[src/rtl/uart_pkg.sv]
// Shared UART definitions: FSM state encoding, frame constants and the
// bit-period helper used by both the transmitter and the receiver.
package uart_pkg;

  localparam int DATA_BITS = 8;

  typedef enum logic [2:0] {
    IDLE   = 3'd0,
    START  = 3'd1,
    DATA   = 3'd2,
    PARITY = 3'd3,
    STOP   = 3'd4
  } uart_state_e;

  // Clocks per bit; integer division truncates, so the line rate rounds up slightly.
  function automatic int calc_bit_cycles(input int clk_freq, input int baud);
    return clk_freq / baud;
  endfunction

endpackage

[src/rtl/uart_baud_gen.sv]
// Bit-period counter: counts 0..BIT_CYCLES-1 while enabled and flags the
// terminal count with a one-cycle tick. Shared by the TX and RX paths.
module uart_baud_gen #(
  parameter int BIT_CYCLES = 5208
) (
  input  logic clk,
  input  logic rst,
  input  logic i_clear,
  input  logic i_en,
  output logic o_tick
);

  localparam int CNT_W = $clog2(BIT_CYCLES);
  localparam logic [CNT_W-1:0] LAST = CNT_W'(BIT_CYCLES - 1);

  logic [CNT_W-1:0] r_cnt;
  logic             w_last;

  assign w_last = (r_cnt == LAST);
  assign o_tick = i_en && w_last;

  // NOTE: sequential state uses non-blocking assignments so every flop
  // samples the pre-edge values regardless of statement order.
  always_ff @(posedge clk or negedge rst) begin
    if (!rst) begin
      r_cnt <= '0;
    end else if (i_clear) begin
      r_cnt <= '0;
    end else if (i_en) begin
      r_cnt <= w_last ? '0 : r_cnt + 1'b1;
    end
  end

endmodule

[src/rtl/uart_tx.sv]
// UART transmitter, 8N1 LSB-first with registered outputs.
// Define UART_TX_PARITY_EN to insert an even-parity bit before the stop bit.
module uart_tx
  import uart_pkg::*;
#(
  parameter int CLK_FREQ = 50_000_000,
  parameter int BAUD     = 9600
) (
  input  logic       clk,
  input  logic       rst,
  input  logic       tx_en,
  input  logic       tx_start,
  input  logic [7:0] tx_data,
  output logic       tx_out,
  output logic       tx_busy,
  output logic       tx_done
);

  localparam int BIT_CYCLES = calc_bit_cycles(CLK_FREQ, BAUD);

  uart_state_e r_state;
  logic [7:0]  r_shreg;
  logic [2:0]  r_bit_idx;
  logic        r_tx_out;
  logic        r_busy;
  logic        r_done;
  logic        w_accept;
  logic        w_tick;
`ifdef UART_TX_PARITY_EN
  logic        r_parity;
`endif

  assign w_accept = (r_state == IDLE) && tx_en && tx_start;

  uart_baud_gen #(
    .BIT_CYCLES (BIT_CYCLES)
  ) u_baud_gen (
    .clk     (clk),
    .rst     (rst),
    .i_clear (w_accept),
    .i_en    (r_state != IDLE),
    .o_tick  (w_tick)
  );

  // Reset is asynchronous so the line returns high at once, abandoning any frame.
  always_ff @(posedge clk or negedge rst) begin
    if (!rst) begin
      r_state   <= IDLE;
      r_shreg   <= '0;
      r_bit_idx <= '0;
      r_tx_out  <= 1'b1;
      r_busy    <= 1'b0;
      r_done    <= 1'b0;
`ifdef UART_TX_PARITY_EN
      r_parity  <= 1'b0;
`endif
    end else begin
      r_done <= 1'b0;
      case (r_state)
        IDLE: begin
          if (w_accept) begin
            r_shreg   <= tx_data;
            r_bit_idx <= '0;
            r_tx_out  <= 1'b0;
            r_busy    <= 1'b1;
            r_state   <= START;
`ifdef UART_TX_PARITY_EN
            r_parity  <= ^tx_data;
`endif
          end
        end
        START: begin
          if (w_tick) begin
            r_tx_out <= r_shreg[0];
            r_state  <= DATA;
          end
        end
        DATA: begin
          if (w_tick) begin
            if (r_bit_idx == 3'(DATA_BITS - 1)) begin
`ifdef UART_TX_PARITY_EN
              r_tx_out <= r_parity;
              r_state  <= PARITY;
`else
              r_tx_out <= 1'b1;
              r_state  <= STOP;
`endif
            end else begin
              // Present the next bit as the register shifts right.
              r_shreg   <= {1'b0, r_shreg[7:1]};
              r_tx_out  <= r_shreg[1];
              r_bit_idx <= r_bit_idx + 3'd1;
            end
          end
        end
`ifdef UART_TX_PARITY_EN
        PARITY: begin
          if (w_tick) begin
            r_tx_out <= 1'b1;
            r_state  <= STOP;
          end
        end
`endif
        STOP: begin
          if (w_tick) begin
            r_busy  <= 1'b0;
            r_done  <= 1'b1;
            r_state <= IDLE;
          end
        end
        default: begin
          r_tx_out <= 1'b1;
          r_busy   <= 1'b0;
          r_state  <= IDLE;
        end
      endcase
    end
  end

  assign tx_out  = r_tx_out;
  assign tx_busy = r_busy;
  assign tx_done = r_done;

endmodule

[config.mk]
export PLATFORM = sky130hd
export DESIGN_NAME = uart_tx
export DESIGN_NICKNAME = d
export VERILOG_FILES = /design/src/rtl/uart_pkg.sv /design/src/rtl/uart_baud_gen.sv /design/src/rtl/uart_tx.sv
export SDC_FILE = /design/constraint.sdc
export NUM_CORES = 1
export LEC_CHECK = 0
export BUFFER_PORTS_ARGS = -buffer_cell sky130_fd_sc_hd__clkbuf_2
export CORE_ASPECT_RATIO = 1.25
export CORE_MARGIN = 5
export CORE_UTILIZATION = 30
export DETAILED_ROUTE_END_ITERATION = 10
export SLEW_MARGIN = 20
export SYNTH_ARGS = -nofsm -noshare
export SYNTH_HDL_FRONTEND = slang
export SYNTH_HIERARCHICAL = 1
export SYNTH_SLANG_ARGS = --single-unit
export TNS_END_PERCENT = 20
[constraint.sdc]
create_clock -name clk -period 3.79 [get_ports clk]
set_input_delay 0.5685 -clock clk [delete_from_list [all_inputs] [get_ports clk]]
set_output_delay 0.5685 -clock clk [all_outputs]
set_load 0.005 [all_outputs]
After elaboration in Yosys (flattened, before gate mapping)
Cells that the tools add are included.
Word-level totals
  bits in registers: 30
Cells by class
  bitwise gates (word level): 2
  add/sub/neg operators: 2
  muxes and demuxes: 27
  reductions and logical operators: 12
  eq/ne operators: 11
Operators with widths (count)
  13-bit two-way mux: 3
  3-bit two-way mux: 8
  8-bit two-way mux: 3
  8-bit one-hot mux with 2 select lines: 1
  13-bit by 1-bit adder with 13-bit output, second input constant: 1
  13-bit == test, second input constant: 1
  3-bit one-hot mux with 4 select lines: 1
  1-bit two-way mux: 8
  2-bit by 1-bit != test with 1-bit output, second input constant: 4
  4-bit AND reduction: 2
  3-bit == test, second input constant: 2
  3-bit one-hot mux with 2 select lines: 1
  5-bit AND reduction: 1
  2-bit != test, second input constant: 2
  1-bit one-hot mux with 4 select lines: 1
  2-bit nonzero test: 2
  3-bit by 1-bit adder with 3-bit output, second input constant: 1
  3-bit by 1-bit == test with 1-bit output, second input constant: 1
  3-bit by 2-bit == test with 1-bit output, second input constant: 1
  1-bit logical AND: 3
  3-bit zero test: 1
  1-bit one-hot mux with 3 select lines: 1
  3-bit AND reduction: 1
  3-bit nonzero test: 1
  other kinds (2): 3

Depth between registers and ports, before layout
Gate-level depths: netlist of run 1.
  depth after elaboration: 5
  depth in mapped cells: 7

Hierarchy
Netlist of run 1, hierarchy kept.
Modules (own cells, without submodules)
  uart_tx: cells an instance 80, seq. area each 426.7 sq um, instances 1, area each 938.4 sq um
  uart_baud_gen: cells an instance 75, seq. area each 325.3 sq um, instances 1, area each 745.7 sq um

Least setup slack after synthesis of run 1
No wires, ideal clock.
  path type: register to register
  start: register r_state[0]
  end: register r_shreg[1]
  required time: 3665 ps
  slack: 1618 ps
  arrival: 2047 ps
  cell stages (with the launch flop): 8
  library setup time: 125 ps
  period minus slack after synthesis: 2172 ps
  cell sequence: dfrtp_1 buf_4 or3_1 and4_1 clkbuf_1 a32o_1 buf_6 mux2_4
RTL lines
  from (decl): line uart_tx.sv:21  | uart_state_e r_state;
  from (signal assigned): line uart_tx.sv:48  | r_state <= IDLE;
  from (signal assigned): line uart_tx.sv:66  | r_state <= START;
  from (signal assigned): line uart_tx.sv:75  | r_state <= DATA;
  3-bit nonzero test: line uart_tx.sv:41  | .i_en (r_state != IDLE),
  1-bit logical AND: line uart_baud_gen.sv:20  | assign o_tick = i_en && w_last;
  via w_tick: line uart_tx.sv:28  | logic w_tick;
  2-bit by 1-bit != test with 1-bit output (no source line)
  4-bit AND reduction (no source line)
  to (signal assigned): line uart_tx.sv:62  | r_shreg <= tx_data;
  to (signal assigned): line uart_tx.sv:90  | r_shreg <= {1'b0, r_shreg[7:1]};
  to (decl): line uart_tx.sv:22  | logic [7:0] r_shreg;
The timed path passes the listed nets, and every way through them passes these cells.
A chain may end at the register's enable or synchronous reset.

Worst setup path after layout of run 1
  start: register u_baud_gen.r_cnt[0]
  end: register r_shreg[0]
On the way
  cells in the longest elaborated chain, start to end: 4
RTL lines
  from (decl): line uart_baud_gen.sv:16  | logic [CNT_W-1:0] r_cnt;
  from (signal assigned): line uart_baud_gen.sv:30  | r_cnt <= w_last ? '0 : r_cnt + 1'b1;
  13-bit == test: line uart_baud_gen.sv:19  | assign w_last = (r_cnt == LAST);
  1-bit logical AND: line uart_baud_gen.sv:20
  via w_tick: line uart_tx.sv:28
  2-bit by 1-bit != test with 1-bit output (no source line)
  4-bit AND reduction (no source line)
The timed path passes the listed nets, and every way through them passes these cells.

==> results of run 1 <==
## synthesized netlist by cell type (all sizes together) (3+ instances only)
cell	number	area share, %
dfrtp	29	43
mux2	17	13
nor2	14	3.1
nand2	13	2.9
a21oi	6	1.8
buf	6	2.3
inv	6	1.3
nand3	5	1.5
nor3	4	1.2
o21ai	4	1.2
xnor2	4	2.1
xor2	4	2.1
a31oi	3	1.1
ha	3	2.2
mux2i	3	1.8
nand3b	3	1.3
or2	3	1.1
## metal layers
metal | wire length (um) | vias to the layer above | part of all wire [%]
li1 | - | 583 | -
met1 | 1400 | 568 | 45
met2 | 1480 | 21 | 48
met3 | 138 | 8 | 4.4
met4 | 86 | 0 | 2.8
met5 | 0 | - | 0
## area by class of cell
class	instances	area share [%]
Multi-Input combinational cell	111	45.8
Sequential cell	30	39.9
Clock buffer	7	4.58
Tap cell	64	4.24
Timing Repair Buffer	15	4.11
Inverter	6	1.19
Clock inverter	1	0.265
## path summary, 6_finish.rpt
kind,slack (ns),to,startpoint
worst max-delay path,1.28,r_shreg[0],u_baud_gen/r_cnt[0]
worst min-delay path,0.35,u_baud_gen/r_cnt[6],rst
worst max register to register,1.28,r_shreg[0],u_baud_gen/r_cnt[0]
worst min register to register,0.49,r_bit_idx[0],r_bit_idx[0]
max in group asynchronous,2.96,u_baud_gen/r_cnt[12],rst
min in group clk,0.49,r_bit_idx[0],r_bit_idx[0]
## worst max-delay path: stages (launching register included)
cell     delay, ns
dfrtp_1       0.41
ha_1          0.25
and4b_1       0.28
and4_1        0.41
a32o_1        0.65
mux2_2        0.40
## cell families (layout without fill, tap and decap cells)
family	after synthesis	in the layout
DFF	30	30
and+or+nand+nor	58	58
xor gates and xnor gates	8	8
adders and majority gates	3	3
buffers and inverters	14	29
muxes	20	20
AOI/OAI and AO/OA	22	22
## state kept, by name, indices dropped and copies added, names as in the netlist
signal            cells
r_shreg               8
tx_done               1
u_baud_gen/r_cnt     13
tx_busy               1
r_state               3
tx_out                1
r_bit_idx             3
## power by group
group / internal [W] / switching [W]
registers: 0.000386 / 0.0000744
clock network: 0.000146 / 0.000117
logic: 0.0000915 / 0.0000748
## layout by cell type (no fill, tap or decap), types with 2 or more instances in the layout
cell,Yosys,routed
a21oi_1,6,6
ha_1,3,3
mux2_4,7,7
nand3b_1,3,3
or2_2,2,2
mux2i_1,3,3
inv_1,5,5
dfrtp_1,29,29
o21ai_0,2,2
mux2_2,9,9
nand3_1,5,5
clkbuf_2,0,14
o21ai_1,2,2
xnor2_1,4,4
or3_1,2,2
nor2_1,14,14
nor3_1,4,4
a31oi_1,3,3
clkbuf_8,0,6
nand2_1,13,13
xor2_1,4,4
## through the flow
step | cell area [um^2] | cells | power [W] | setup WS [ns]
global placement | 1800 | 226 | 0.000632 | 1.30
floorplan | 1680 | 155 | 0.000585 | 1.62
CTS | 1890 | 234 | 0.000901 | 1.26
global route | 1890 | 234 | 0.000955 | 1.13
finish | 1890 | 234 | 0.000890 | 1.28
detailed placement | 1800 | 226 | 0.000633 | 1.27
==> flow_summary.yaml, run 1 <==
yosys:
  synth_flop_cell: "dfrtp_1"
  yosys.area_share.simple_pct: 19.8
  synth-xor-area-share_pct: 4.16
  syn_nets: 170
  async_flop_share_pct: 100
  synth_compound_area_share_pct: 10.3
  ys_types: 50
  syn_area_per_cell_um2: 10.9
  ys_seq_area_share_pct: 44.7
  synth_top_family_by_area: "simple AND/OR/NAND/NOR gates"
  synth_cells: 155
  muxShareOfSynthArea_pct: 14.7
  yosysWarnings: 6
  synth_fa_ha_area_share_pct: 2.23
  synth_edf_count: 0
  synth_area_um2: 1680
  ys_seq_elements: 30
worst_setup_path:
  endpoint_kind: "flop"
  criticalPathCategory: "flop to flop"
  critPathMaxFanout: 11
  ff2ff_path_depth: 5
  setup.worst_path.start_class: "flop"
  required_ns: 3.96
  worstPathArrival_ns: 2.68
clock_network:
  clock_sinks: 30
  cts.reportedPaths.clkPinSlew_ns: 0.06
  cts_max_level: 2
  hold_buffers: 0
  postCtsSetupBuffers: 0
  cts_tree: "done"
  cts_buffer_depth: 2
  cts_resized: 0
  root_buffer: "clkbuf_8"
  cts_buffers: 5
  clkLatencyLatePin_ns: 0.28
cells_and_area:
  fill_cells: 546
  finalCoreUtilization_pct: 34.7
  seq_area_um2: 752
  antenna_cells: 0
  drive_gt1_share_pct: 28.2
  num-nets-final: 184
  area_growth_pct: 12.0
  multi_input_area_um2: 863
timing:
  fin_crit_sh_pct: 66.3
  fin_tns_setup_ns: 0
  tightestPinTransition_ns: 0.760
  max_freq_mhz: 398
  setup_viol: 0
  timing.hold.ws_ns: 0.351
  max_slew_margin_pct: 49.3
  hold_viol: 0
  min_period_ns: 2.51
  slew_viol_final: 0
  rsz0062_at_grt: "false"
  finalClockSkew_ns: 0.00517
floorplanning:
  die_y_um: 93.8
  core_um2: 5440
  initial_core_util_pct: 30.9
  io_pins: 15
  die_w_um: 77.0
  placementRows: 30
  dieArea_um2: 7220
drt:
  ant_nets: 0
  drt-total-wl_um: 3100
  wire_per_inst_um: 13.3
  drc: 0
  via_per_inst: 5.04
  first_iter_violations: 77
  drtPass1Iterations: 4
  vias: 1180
grt:
  grt_pass1_wl_um: 5540
  grt.busiest_layer: "met2"
  gr-total-overflow: 0
  use_met2_pct: 15.8
  antenna_found_initial: 0
  grt_use_met1_pct: 11.1
  grt_pass1_vias: 1233
  grt_max_degree: 31
  grt_use_met3_pct: 2.98
  track_usage_pct: 9.48
placed_design:
  dp_hpwl_um: 2210
  routabilityCongestion: 0.840
  port_buffers: 14
power_and_ir_drop:
  irDropWorstVdd_v: 0.000247
  power_density_nw_per_um2: 472
  leakagePower_nw: 0.821
worst_hold_path:
  hold_class: "input port to async pin"
outcome:
  status: "finished, final reports clean"
job:
  drv_cap: 0
Power figures use the tool's default switching activity.
==> run 2, diff against run 1 <==
clock period = 2.45 ns   (was 3.79 ns; I/O delays follow)
==> flow_summary.yaml, run 2 (synthesis gave the netlist of run 1 again) <==
outcome:
  status: "finished, final reports clean"
clock_network:
  clkLatencyLatePin_ns: 0.28
  hold_buffers: 0
  cts_buffer_depth: 2
  cts.reportedPaths.clkPinSlew_ns: 0.06
  clock_sinks: 30
  root_buffer: "clkbuf_8"
  postCtsSetupBuffers: 0
  cts_max_level: 2
  cts_resized: 0
  cts_buffers: 5
  cts_tree: "done"
timing:
  timing.hold.ws_ns: 0.157
  fin_crit_sh_pct: 83.9
  rsz0062_at_grt: "false"
  slew_viol_final: 0
  max_freq_mhz: 486
  tightestPinTransition_ns: 0.766
  finalClockSkew_ns: 0.00868
  hold_viol: 0
  min_period_ns: 2.06
  fin_tns_setup_ns: 0
  setup_viol: 0
  max_slew_margin_pct: 49.0
cells_and_area:
  largest_reg_flops: 13
  layout_commonest_cell: "dfrtp_1"
  num-nets-final: 190
  drive_gt1_share_pct: 30.5
  reg_top3: "u_baud_gen/r_cnt (13), r_shreg (8)"
  largest-register: "u_baud_gen/r_cnt"
  final_cell_mix: "dfrtp_1 (29), nor2_1 (14), clkbuf_2 (14)"
  area_growth_pct: 14.2
  antenna_cells: 0
worst_setup_path:
  r2r-end: "tx_out"
  worstPathArrival_ns: 2.25
  critPathMaxFanout: 9
  max_stage_delay_ns: 0.41
  crit_chain: "ha_1, and4b_1, and4_1, buf_4, o32ai_1, mux2_1"
  criticalPathCategory: "flop to flop"
  ff2ff_path_depth: 6
  required_ns: 2.64
  regToRegStartpoint: "u_baud_gen/r_cnt[0]"
  cp_slowest_cell: "dfrtp_1"
  setup.worst_path.start_class: "flop"
  timing.reg2reg.setup_slack_ns: 0.39
  endpoint_kind: "flop"
drt:
  ant_nets: 0
  via_per_inst: 4.99
  vias: 1188
  wire_per_inst_um: 13.5
  drt-total-wl_um: 3210
  drtPass1Iterations: 4
  drc: 0
  first_iter_violations: 49
placed_design:
  dp_hpwl_um: 2350
  routabilityCongestion: 0.735
  port_buffers: 14
floorplanning:
  die_y_um: 93.8
  placementRows: 30
  core_um2: 5440
  dieArea_um2: 7220
  die_w_um: 77.0
  initial_core_util_pct: 30.9
  io_pins: 15
grt:
  grt_pass1_vias: 1161
  track_usage_pct: 9.74
  antenna_found_initial: 0
  grt_pass1_wl_um: 5630
  grt_max_degree: 31
  gr-total-overflow: 0
power_and_ir_drop:
  irDropWorstVdd_v: 0.000448
  power_density_nw_per_um2: 706
  leakagePower_nw: 0.847
job:
  drv_cap: 0
worst_hold_path:
  hold_class: "input port to async pin"
## run 2: cell types whose count changed in the layout (fill, tap and decap cells not counted), sizes merged
cell,change
buf,+6
clkbuf,-1
clkinv,-1
## run 2: layout make-up
class | instances | area (um^2)
sequential | 30 | 752
fill | 528 | 3520
inverter | 6 | 22.5
multi-input combinational | 111 | 863
clock buffer | 6 | 82.6
timing repair buffer | 21 | 123
tap | 64 | 80.1
## run 2: report_power, final
part           internal [W]  switching (W)
Combinational      0.000143       0.000121
Clock              0.000216       0.000166
Sequential         0.000598       0.000114
Total              0.000956       0.000401
## run 2: routing by layer
metal  vias up  GRT usage, %  routed length [um]
li1        591             -                   -
met1       573          12.2                1430
met2        17          15.6                1610
met3         7          3.07                 109
met4         0          3.87                  57
met5         -             0                   0
## run 2: how the worst max path moves through the flow
stage	from	end	slack [ns]	cells past startpoint
2_1_floorplan	r_state[0]	r_shreg[1]	0.28	7
3_3_place_gp	r_state[0]	u_baud_gen/r_cnt[8]	0.44	7
3_5_place_dp	u_baud_gen/r_cnt[0]	tx_out	0.40	6
4_1_cts	u_baud_gen/r_cnt[3]	r_shreg[0]	0.40	5
5_1_grt	u_baud_gen/r_cnt[0]	r_shreg[0]	0.30	6
6_report	u_baud_gen/r_cnt[0]	tx_out	0.39	6
## run 2: metrics by stage
| stage | area (um^2) | cells | total power, W | worst slack [ns] | utilization, % |
|---|---|---|---|---|---|
| after floorplan | 1680 | 155 | 0.000905 | 0.278 | - |
| after global placement | 1840 | 232 | 0.000975 | 0.441 | 33.8 |
| after detailed placement | 1840 | 232 | 0.000985 | 0.404 | 33.8 |
| after CTS | 1920 | 238 | 0.00138 | 0.403 | 35.3 |
| after global routing | 1920 | 238 | 0.00145 | 0.299 | 35.3 |
| final | 1920 | 238 | 0.00136 | 0.394 | 35.3 |
## run 2: critical path: cells and delay by family (launching register included)
kind / cells / cell delay, ns
multiplexers: 1 / 0.35
adder cells (fa/ha/maj): 1 / 0.27
AO/OA/AOI/OAI: 1 / 0.30
flip-flops: 1 / 0.41
buffers and inverters: 1 / 0.17
AND/OR/NAND/NOR: 2 / 0.48
==> run 3, diff against run 2 <==
clock period = 2 ns   (was 2.45 ns; I/O delays follow)
==> flow_summary.yaml, run 3 (synthesis gave the netlist of run 1 again) <==
clock_network:
  clkLatencyLatePin_ns: 0.28
  clock_sinks: 30
  cts_resized: 0
  cts_max_level: 2
  cts_buffers: 5
  cts_buffer_depth: 2
  cts_tree: "done"
  root_buffer: "clkbuf_8"
  hold_buffers: 0
  cts.reportedPaths.clkPinSlew_ns: 0.07
  postCtsSetupBuffers: 0
timing:
  max_freq_mhz: 516
  tightestPinTransition_ns: 0.769
  fin_crit_sh_pct: 97.0
  hold_viol: 0
  max_slew_margin_pct: 48.8
  slew_viol_final: 0
  rsz0062_at_grt: "true"
  finalClockSkew_ns: 0.00366
  min_period_ns: 1.94
  timing.hold.ws_ns: 0.0820
  setup_viol: 0
power_and_ir_drop:
  irDropWorstVdd_v: 0.000292
  swShare_pct: 28.8
  seqPwrFrac_pct: 43.1
  power_density_nw_per_um2: 925
  intPower_w: 0.00135
  power_switching_w: 0.000544
  leakagePower_nw: 0.927
  power.combinational.fraction_pct: 24.8
  pwr-share-clk_pct: 32.1
cells_and_area:
  reg_top3: "u_baud_gen/r_cnt (13), r_shreg (8)"
  drive_gt1_share_pct: 37.4
  area_growth_pct: 21.5
  final_cell_mix: "dfrtp_1 (29), buf_4 (18), nor2_1 (14), clkbuf_2 (14), nand2_1 (13)"
  largest-register: "u_baud_gen/r_cnt"
  layout_commonest_cell: "dfrtp_1"
  fill_cells: 538
  antenna_cells: 0
  num-nets-final: 201
  fin_cells: 251
  largest_reg_flops: 13
grt:
  antenna_found_initial: 0
  gr-total-overflow: 0
  grt_max_degree: 31
  grt_pass1_vias: 1238
  track_usage_pct: 10.3
  grt_pass1_wl_um: 5950
worst_setup_path:
  path_delay_family: "simple AND/OR/NAND/NOR gates"
  required_ns: 2.17
  critPathMaxFanout: 9
  criticalPathCategory: "flop to flop"
  worstPathArrival_ns: 2.11
  endpoint_kind: "flop"
  crit_buf_inv: 0
  crit_chain: "ha_1, and4b_1, and4_2, a32o_2, mux2_2"
  setup.worst_path.start_class: "flop"
  cp_slowest_cell: "dfrtp_1"
  max_stage_delay_ns: 0.39
worst_hold_path:
  hold_class: "input port to async pin"
drt:
  wire_per_inst_um: 13.5
  drt-total-wl_um: 3400
  drtPass1Iterations: 4
  drc: 0
  wl_met3_um: 111
  first_iter_violations: 76
  wl_met1_um: 1470
  vias: 1239
  wl_met2_um: 1750
  ant_nets: 0
  routed.top_layer: "met4"
  via_per_inst: 4.94
placed_design:
  port_buffers: 14
  routabilityCongestion: 0.816
  dp_hpwl_um: 2500
  dp.cells: 243
floorplanning:
  placementRows: 30
  dieArea_um2: 7220
  die_y_um: 93.8
  die_w_um: 77.0
  core_um2: 5440
  initial_core_util_pct: 30.9
  io_pins: 15
job:
  drv_cap: 0
outcome:
  status: "finished, final reports clean"
[run 3: final timing paths]
path / cells after the start / from / end / slack, ns
hold reg to reg: 1 / r_bit_idx[0] / r_bit_idx[0] / 0.48
setup reg to reg: 5 / u_baud_gen/r_cnt[1] / r_shreg[0] / 0.06
hold / removal: 1 / rst / u_baud_gen/r_cnt[3] / 0.08
min in group clk: 3 / tx_data[1] / r_shreg[1] / 0.37
max in group asynchronous: 1 / rst / r_shreg[6] / 1.44
setup / recovery: 5 / u_baud_gen/r_cnt[1] / r_shreg[0] / 0.06
[run 3: worst register-to-register path, cell delays in order, from the launching register on]
cell     delay (ns)
dfrtp_1        0.39
ha_1           0.18
and4b_1        0.22
and4_2         0.28
a32o_2         0.39
mux2_2         0.38
[run 3: layout make-up]
class / count / area [um^2] / area share (%)
clock buffer: 5 / 68.8 / 3.36
multi-input combinational: 111 / 877 / 42.9
timing repair buffer: 32 / 205 / 10.0
inverter: 6 / 22.5 / 1.10
sequential: 30 / 752 / 36.8
clock inverter: 3 / 40.0 / 1.96
tap: 64 / 80.1 / 3.91
[run 3: metrics by stage]
stage	cell area (um^2)	util (%)	worst slack, ns	power, W	setup TNS (ns)
global placement	1930	35.4	0.125	0.00129	0
floorplan	1710	-	-0.0351	0.00111	-0.276
CTS	2040	37.4	0.0554	0.00191	0
detailed placement	1930	35.4	0.0629	0.00130	0
finish	2050	37.6	0.0607	0.00189	0
global route	2050	37.6	-0.0300	0.00201	-0.0528
[run 3: layer usage]
metal,up-vias,track usage (%)
li1,611,-
met1,605,11.6
met2,17,17.6
met3,6,3.36
met4,0,5.01
met5,-,0
[run 3: power by group through the flow]
stage | Sequential, W | Clock, W | Combinational (W)
5_1_grt | 0.000835 | 0.000654 | 0.000522
2_1_floorplan | 0.000832 | 0 | 0.000276
3_3_place_gp | 0.000826 | 0 | 0.000460
3_5_place_dp | 0.000828 | 0 | 0.000469
6_report | 0.000815 | 0.000607 | 0.000469
4_1_cts | 0.000817 | 0.000625 | 0.000472
